==> config.mk <==
export PLATFORM = sky130hd
export DESIGN_NAME = rv_wb_arb
export DESIGN_NICKNAME = d
export VERILOG_FILES = /design/src/rtl/rv_wb_arb.sv
export SDC_FILE = /design/constraint.sdc
export NUM_CORES = 1
export LEC_CHECK = 0
export ABC_AREA = 1
export BUFFER_PORTS_ARGS = -buffer_cell sky130_fd_sc_hd__buf_2
export CORE_ASPECT_RATIO = 1.25
export CORE_MARGIN = 2
export CORE_UTILIZATION = 45
export DETAILED_ROUTE_END_ITERATION = 8
export MAX_ROUTING_LAYER = met4
export PLACE_DENSITY = 0.67
export SLEW_MARGIN = 10
export SYNTH_ARGS = -nofsm -noshare
export SYNTH_HDL_FRONTEND = slang
export SYNTH_SLANG_ARGS = --single-unit
==> constraint.sdc <==
create_clock -name clk -period 4.7 [get_ports clk]
set_input_delay 0.705 -clock clk [delete_from_list [all_inputs] [get_ports clk]]
set_output_delay 0.705 -clock clk [all_outputs]
set_load 0.01 [all_outputs]
==> src/rtl/rv_wb_arb.sv <==
// Writeback arbiter: merges single-cycle ALU results with a load-return FIFO onto one RF write port.
// Optional RF read forwarding is built when RV_WB_FWD_EN is defined.
module rv_wb_arb #(
   parameter int unsigned LQ_DEPTH = 2
) (
   input  logic        clk,
   input  logic        rst,
   input  logic        alu_vld_i,
   output logic        alu_rdy_o,
   input  logic [4:0]  alu_rd_i,
   input  logic [63:0] alu_data_i,
   input  logic        ld_vld_i,
   output logic        ld_rdy_o,
   input  logic [4:0]  ld_rd_i,
   input  logic [2:0]  ld_funct3_i,
   input  logic [2:0]  ld_off_i,
   input  logic [63:0] ld_data_i,
   output logic        wr_en_o,
   output logic [4:0]  wr_reg_o,
   output logic [63:0] wr_data_o,
`ifdef RV_WB_FWD_EN
   input  logic [4:0]  rd_reg1_i,
   input  logic [4:0]  rd_reg2_i,
   output logic        fwd1_vld_o,
   output logic        fwd2_vld_o,
   output logic [63:0] fwd1_data_o,
   output logic [63:0] fwd2_data_o,
`endif
   output logic        ld_err_o
);

   localparam int unsigned PW = (LQ_DEPTH > 1) ? $clog2(LQ_DEPTH) : 1;
   localparam int unsigned CW = $clog2(LQ_DEPTH + 1);

   typedef struct packed {
      logic [4:0]  rd;
      logic [2:0]  funct3;
      logic [2:0]  off;
      logic [63:0] data;
   } lq_ent_t;

   lq_ent_t        mem_q [LQ_DEPTH];
   lq_ent_t        head;
   logic [PW-1:0]  wptr_q, wptr_d, rptr_q, rptr_d;
   logic [CW-1:0]  count_q, count_d;
   logic           full, alu_xfer, ld_xfer, deq;
   logic           wr_en_q, wr_en_d, ld_err_q, ld_err_d;
   logic [4:0]     wr_reg_q, wr_reg_d;
   logic [63:0]    wr_data_q, wr_data_d;
   logic [63:0]    sh_b, sh_h, sh_w, ld_val;

   // Readiness depends only on the registered count, never on the valids.
   assign full      = (count_q == CW'(LQ_DEPTH));
   assign ld_rdy_o  = !full;
   assign alu_rdy_o = !full;
   assign alu_xfer  = alu_vld_i && !full;
   assign ld_xfer   = ld_vld_i && !full;
   assign deq       = (count_q != '0) && !alu_xfer;
   assign head      = mem_q[rptr_q];

   always_ff @(posedge clk) begin
      if (ld_xfer) mem_q[wptr_q] <= {ld_rd_i, ld_funct3_i, ld_off_i, ld_data_i};
   end

   // Load alignment and sign/zero extension of the FIFO head.
   always_comb begin
      sh_b = head.data >> {head.off, 3'b000};
      sh_h = head.data >> {head.off[2:1], 4'b0000};
      sh_w = head.data >> {head.off[2], 5'b00000};
      case (head.funct3)
         3'b000:  ld_val = {{56{sh_b[7]}}, sh_b[7:0]};
         3'b001:  ld_val = {{48{sh_h[15]}}, sh_h[15:0]};
         3'b010:  ld_val = {{32{sh_w[31]}}, sh_w[31:0]};
         3'b011:  ld_val = head.data;
         3'b100:  ld_val = {56'd0, sh_b[7:0]};
         3'b101:  ld_val = {48'd0, sh_h[15:0]};
         3'b110:  ld_val = {32'd0, sh_w[31:0]};
         default: ld_val = '0;
      endcase
   end

   always_comb begin
      wptr_d    = wptr_q;
      rptr_d    = rptr_q;
      count_d   = count_q;
      wr_en_d   = 1'b0;
      ld_err_d  = 1'b0;
      wr_reg_d  = wr_reg_q;
      wr_data_d = wr_data_q;
      if (ld_xfer) wptr_d = wptr_q + PW'(1);
      if (deq)     rptr_d = rptr_q + PW'(1);
      if (ld_xfer && !deq)      count_d = count_q + CW'(1);
      else if (!ld_xfer && deq) count_d = count_q - CW'(1);
      if (alu_xfer) begin
         wr_en_d   = (alu_rd_i != 5'd0);
         wr_reg_d  = alu_rd_i;
         wr_data_d = alu_data_i;
      end else if (deq) begin
         wr_reg_d = head.rd;
         if (head.funct3 == 3'b111) begin
            ld_err_d  = 1'b1;
            wr_data_d = '0;
         end else begin
            wr_en_d   = (head.rd != 5'd0);
            wr_data_d = ld_val;
         end
      end
   end

   always_ff @(posedge clk or posedge rst) begin
      if (rst) begin
         wptr_q    <= '0;
         rptr_q    <= '0;
         count_q   <= '0;
         wr_en_q   <= 1'b0;
         ld_err_q  <= 1'b0;
         wr_reg_q  <= '0;
         wr_data_q <= '0;
      end else begin
         wptr_q    <= wptr_d;
         rptr_q    <= rptr_d;
         count_q   <= count_d;
         wr_en_q   <= wr_en_d;
         ld_err_q  <= ld_err_d;
         wr_reg_q  <= wr_reg_d;
         wr_data_q <= wr_data_d;
      end
   end

   assign wr_en_o   = wr_en_q;
   assign ld_err_o  = ld_err_q;
   assign wr_reg_o  = wr_reg_q;
   assign wr_data_o = wr_data_q;

`ifdef RV_WB_FWD_EN
   logic        fwd1_vld_q, fwd1_vld_d, fwd2_vld_q, fwd2_vld_d;
   logic [63:0] fwd1_data_q, fwd1_data_d, fwd2_data_q, fwd2_data_d;

   // Bypass for an RF read that samples on the same edge the write lands.
   always_comb begin
      fwd1_vld_d  = wr_en_d && (wr_reg_d == rd_reg1_i) && (rd_reg1_i != 5'd0);
      fwd2_vld_d  = wr_en_d && (wr_reg_d == rd_reg2_i) && (rd_reg2_i != 5'd0);
      fwd1_data_d = wr_data_d;
      fwd2_data_d = wr_data_d;
   end

   always_ff @(posedge clk or posedge rst) begin
      if (rst) begin
         fwd1_vld_q  <= 1'b0;
         fwd2_vld_q  <= 1'b0;
         fwd1_data_q <= '0;
         fwd2_data_q <= '0;
      end else begin
         fwd1_vld_q  <= fwd1_vld_d;
         fwd2_vld_q  <= fwd2_vld_d;
         fwd1_data_q <= fwd1_data_d;
         fwd2_data_q <= fwd2_data_d;
      end
   end

   assign fwd1_vld_o  = fwd1_vld_q;
   assign fwd2_vld_o  = fwd2_vld_q;
   assign fwd1_data_o = fwd1_data_q;
   assign fwd2_data_o = fwd2_data_q;
`endif

endmodule

# Word-level counts from Yosys, hierarchy flattened

Memories as Yosys holds them, arrays and structs flattened.
Cells that the tools add are included.

Register bits: 75
Memories kept: 1
RAM bits: 150
Word-level logic and storage cells: 54
Bits of input ports: 148
Output and inout port bits: 73

Add/sub/neg operators: 4
Shift-type cells: 3
Reduce and logical (&&, ||, !) cells: 15
Mux-type cells: 16
Eq/ne operators: 8

Memory list:

| name  | depth | bits a word | read ports | clocked after Yosys merged registers in | wr ports | line | source |
|---|---|---|---|---|---|---|---|
| mem_q | 2     | 75          | 1          | 0                                       | 1        | 42   | `lq_ent_t mem_q [LQ_DEPTH];` |

Operators with widths:

| kind                | number |
|---|---|
| $pmux 64 s7         | 1 |
| $mux 64             | 3 |
| $shr 64x6->16       | 1 |
| $shr 64x6->32       | 1 |
| $shr 64x6->8        | 1 |
| $eq 3x3->1 const B  | 4 |
| $mux 5              | 2 |
| $reduce_bool 5->1   | 2 |
| $mux 1              | 8 |
| $eq 3x2->1 const B  | 2 |
| $reduce_bool 2->1   | 3 |
| $logic_and 1x1->1   | 5 |
| $logic_not 1->1     | 4 |
| $mux 2              | 2 |
| $eq 3x1->1 const B  | 1 |
| $logic_not 3->1     | 1 |
| $add 1x1->1 const B | 2 |
| $add 2x1->2 const B | 1 |
| $eq 2x2->1 const B  | 1 |
| $sub 2x1->2 const B | 1 |

# Longest topological paths before layout

Word-level depth: 8
Mapped depth: 15
Mapped depth without buffers: 13

# Least setup slack after synthesis

Ideal clock, no wire load.

Path kind: input -> register
Start: in ld_vld_i
End: mem mem_q[1][0] (netlist name), enable pin
Path slack: 0.241 ns
Setup time: 0.510 ns
Buffers on the path: 0
Stages: 2
Data arrival time: 3.948 ns
Data required time: 4.190 ns
Path through: nand2_1 -> nor2_1

Longest elaborated chain between the ends: 3

Ends and longest elaborated chain:

| item                         | line | source |
|---|---|---|
| from (decl)                  | 12   | `input logic ld_vld_i,` |
| $logic_and 1x1->1            | 57   | `assign ld_xfer = ld_vld_i && !full;` |
| $mux 1                       | 62   | `if (ld_xfer) mem_q[wptr_q] <= {ld_rd_i, ld_funct3_i, ld_off_i, ld_data_i};` |
| $mux 1 (not written as such) | 62   |  |
| to (decl)                    | 42   |  |

Every way passes these cells.

# Worst setup path in the final report

Start: reg rptr_q
End: reg wr_data_q[35] (netlist: wr_data_o[35])

Longest elaborated chain between the ends: 6
Elaborated cells on any way between the ends: 16
Those cells by class: eq/ne (7); shift (3); mux (4); reduce/logical (1); memory (1)

Ends and longest elaborated chain:

| item                                  | line | source |
|---|---|---|
| from (decl)                           | 44   | `logic [PW-1:0] wptr_q, wptr_d, rptr_q, rptr_d;` |
| from (signal assigned)                | 121  | `rptr_q <= rptr_d;` |
| $mem_v2 2x75 (*)                      | n/a  |  |
| $shr 64x6->32 (tied with other cells) | 69   | `sh_w = head.data >> {head.off[2], 5'b00000};` |
| $pmux 64 s7                           | 70   | `case (head.funct3)` |
| $mux 64 (*)                           | 100  | `if (head.funct3 == 3'b111) begin` |
| $mux 64 (*)                           | 98   | `end else if (deq) begin` |
| $mux 64 (*)                           | 94   | `if (alu_xfer) begin` |
| to (signal assigned)                  | 126  | `wr_data_q <= wr_data_d;` |
| to (decl)                             | 49   | `logic [63:0] wr_data_q, wr_data_d;` |

Every way passes the cells marked *; elsewhere a longest branch is shown, timed or not. The select of a mux whose other input is x is not followed.
A chain may end at the register's enable or synchronous reset.

==> results.json <==
{
  "hold_violations": 0,
  "clock_power_share_pct": 19.4,
  "coreArea_sq_um": 24340,
  "first_global_vias": 8389,
  "grt_overflow": 0,
  "seqPwrFrac_pct": 32.6,
  "ir_drop_v": 0.0003338,
  "slew_headroom_pct": 23.90,
  "via_per_inst": 5.211,
  "io_pins": 221,
  "crit_family": "simple AND/OR/NAND/NOR gates",
  "post_drt_wl_per_cell_um": 17.76,
  "drive_above_1_share_pct": 21.47,
  "initial_core_util_pct": 45.39,
  "path_common_cell": "nand2_1",
  "yosys_warnings": 0,
  "leakage_nw": 6.081,
  "nFillCells": 2273,
  "worstPathRequired_ps": 5070,
  "grt_pass1_wl_um": 47360,
  "fmax_ghz": 0.3000,
  "clock_sinks": 225,
  "numCtsBuffers": 23,
  "period_minus_slack_ps": 3334,
  "critical_path.cell_chain": "inv_4 -> nand2_1 -> nand2_1 -> nand2_1 -> nand3_1 -> nand2_2 -> a21oi_4 -> nand2_4 -> o21ai_0 -> nand3_1",
  "fin_setup_tns_ps": 0,
  "cts_tree": "done",
  "num_rows": 64,
  "arrival_ps": 3710,
  "post_cts_resized": 0,
  "ys_seq_elements": 225,
  "p_sw_mw": 4.272,
  "ant_nets": 0,
  "clk_pin_slew_worst_paths_ps": 60,
  "timing.final.crit_share_pct": 70.93,
  "crit_type": "reg -> reg",
  "endpoint_kind": "flip-flop",
  "drtPass1Iterations": 6,
  "area_growth_pct": 18.18,
  "cp-start-kind": "flip-flop",
  "swShare_pct": 44.58,
  "postCtsSetupRepairBufs": 0,
  "finalPower_mw": 9.584,
  "critPathMaxStageDelay_ps": 680,
  "die_h_um": 179.2,
  "track_usage_pct": 24.68,
  "power_density_nw_per_um2": 733.8,
  "synth_nets": 1406,
  "synth.cell_area_sq_um": 11050,
  "maxCapViolations": 0,
  "cp_max_fo": 40,
  "num_vias": 9317,
  "die_w_um": 144.2,
  "hold_path_class": "in -> async",
  "grt_max_degree": 79,
  "dp.cells": 1748,
  "rsz0062_at_grt": "no",
  "internal-power_mw": 5.312,
  "drc_errors": 0,
  "placement.io_buffers": 220,
  "synth-edff-count": 150,
  "status": "finished clean",
  "drt_iter0_markers": 914,
  "cp.buffers_inverters": 1,
  "yosysSeqAreaShare_pct": 57.74,
  "worst_pin_slew_ps": 1140,
  "cts_max_level": 1,
  "clock_path_buffers": 3,
  "nets": 1592,
  "setup_viol": 0,
  "synth-main-ff-cell": "edfxtp_1",
  "routed_wl_um": 31750,
  "dp_hpwl_um": 23070,
  "skew_ps": 22.13,
  "diodes": 0,
  "yosysUniqueCellTypes": 43,
  "syn_avg_cell_area_sq_um": 8.791,
  "place_congestion": 1.045,
  "clock-root-buffer": "clkbuf_16",
  "final_cell_count_no_fill": 1788,
  "async_flop_share_pct": 33.33,
  "insertion_delay_ps": 520,
  "netlist_instances": 1257,
  "dieArea_sq_um": 25830,
  "hold_buffers": 0,
  "antenna_found_initial": 0,
  "combPwrFrac_pct": 48.1,
  "critPathSlowestCell": "dfrtp_2",
  "slew_violations": 0
}
## kinds of logic after synthesis
logic type | count (synthesis) | synth area share (%)
AOI/OAI and AO/OA | 188 | 9.511
xor gates and xnor gates | 3 | 0.2378
adders and majority gates | 1 | 0.1132
buffers and inverters | 183 | 7.371
DFF | 225 | 57.74
muxes | 4 | 0.3623
and+or+nand+nor | 653 | 24.66
## final timing paths
| kind | from | to | slack (ps) | depth (start not counted) |
|---|---|---|---|---|
| setup reg to reg | rptr_q$_DFFE_PP0P_ | wr_data_o[35]$_DFFE_PP0P_ | 1370 | 10 |
| hold reg to reg | wr_data_o[1]$_DFFE_PP0P_ | wr_data_o[1]$_DFFE_PP0P_ | 500 | 2 |
| max in group asynchronous | rst | wr_data_o[11]$_DFFE_PP0P_ | 3330 | 3 |
| hold / removal | rst | wr_data_o[47]$_DFFE_PP0P_ | 370 | 2 |
| setup / recovery | rptr_q$_DFFE_PP0P_ | wr_data_o[35]$_DFFE_PP0P_ | 1370 | 10 |
| min in group clk | ld_data_i[15] | mem_q[0][15]$_DFFE_PP_ | 370 | 1 |
## cell usage after synthesis (6+ instances only)
library cell    n  area, sq um
clkbuf_1       22        82.58
nand3_1        97        485.5
o21ai_0        85        425.4
o22ai_1         8        50.05
o21ai_1        21        105.1
buf_2          30        150.1
edfxtp_1      150         4504
a21oi_1        41        205.2
dfrtp_1        75         1877
buf_6           9        101.4
nand2_2         8        50.05
inv_1         108        405.4
o211ai_1        9        67.56
nand2_1       435         1633
a22o_1         10        87.58
nor2_2          6        37.54
or2_2          16        100.1
nor2_1         75        281.5
## placed cells by master, fill, tap and decap left out, types with 2 or more instances in the layout
cell / count
nand3_2: 3
clkinv_2: 3
o21ai_2: 2
nor2_2: 6
nand2_1: 435
inv_2: 6
nand4_1: 5
inv_1: 107
o211ai_1: 9
buf_12: 2
clkinvlp_4: 2
buf_2: 220
dfrtp_1: 74
o21ai_0: 85
clkbuf_1: 3
clkbuf_16: 23
bufinv_16: 4
a21oi_1: 41
nand2_2: 8
o21a_1: 2
edfxtp_1: 150
a22oi_1: 2
or2_2: 16
a22o_1: 10
nor2_1: 73
o22ai_1: 8
nor2_4: 3
a31oi_1: 5
mux2i_1: 4
buf_4: 8
nand3_1: 97
o21ai_1: 21
nand2_4: 2
xnor2_1: 2
clkinv_1: 4
## layout make-up
cell class / count / area, sq um / share of cell area (%)
sequential: 225 / 6382 / 48.87
multi-input combinational: 849 / 3870 / 29.63
timing repair buffer: 230 / 1201 / 9.197
clock buffer: 26 / 586.8 / 4.493
inverter: 114 / 430.4 / 3.296
tap: 330 / 412.9 / 3.162
clock inverter: 14 / 176.4 / 1.351
## stage by stage
step	cell area, sq um	hold slack (ps)	utilization (%)	setup slack, ps
4_1_cts	13060	360.0	53.65	1399
3_5_place_dp	12300	474.6	50.51	1417
5_1_grt	13060	360.2	53.65	1083
6_report	13060	367.4	53.65	1366
2_1_floorplan	11050	467.4	-	241.5
3_3_place_gp	12300	472.8	50.51	1538
## layer usage
| metal | wire, um | GRT usage (%) | up-vias |
|---|---|---|---|
| li1 | - | - | 4497 |
| met1 | 13470 | 34.00 | 4337 |
| met2 | 14760 | 38.85 | 432 |
| met3 | 2617 | 3.018 | 51 |
| met4 | 913 | 7.079 | 0 |
| met5 | 0 | - | - |
## flip-flops by register name (all words and copies together), names as in the netlist
signal     count
rptr_q         1
wr_en_o        1
wr_reg_o       5
wr_data_o     64
ld_err_o       1
mem_q        150
wptr_q         1
count_q        2
## power groups by stage
stage	combinational (mW)	clock, mW	sequential (mW)
2_1_floorplan	3.07	0	3.24
3_3_place_gp	4.51	0	3.15
3_5_place_dp	4.54	0	3.16
4_1_cts	4.57	1.89	3.12
5_1_grt	5.13	1.97	3.18
6_report	4.61	1.86	3.12
(Power assumes the default switching activity.)
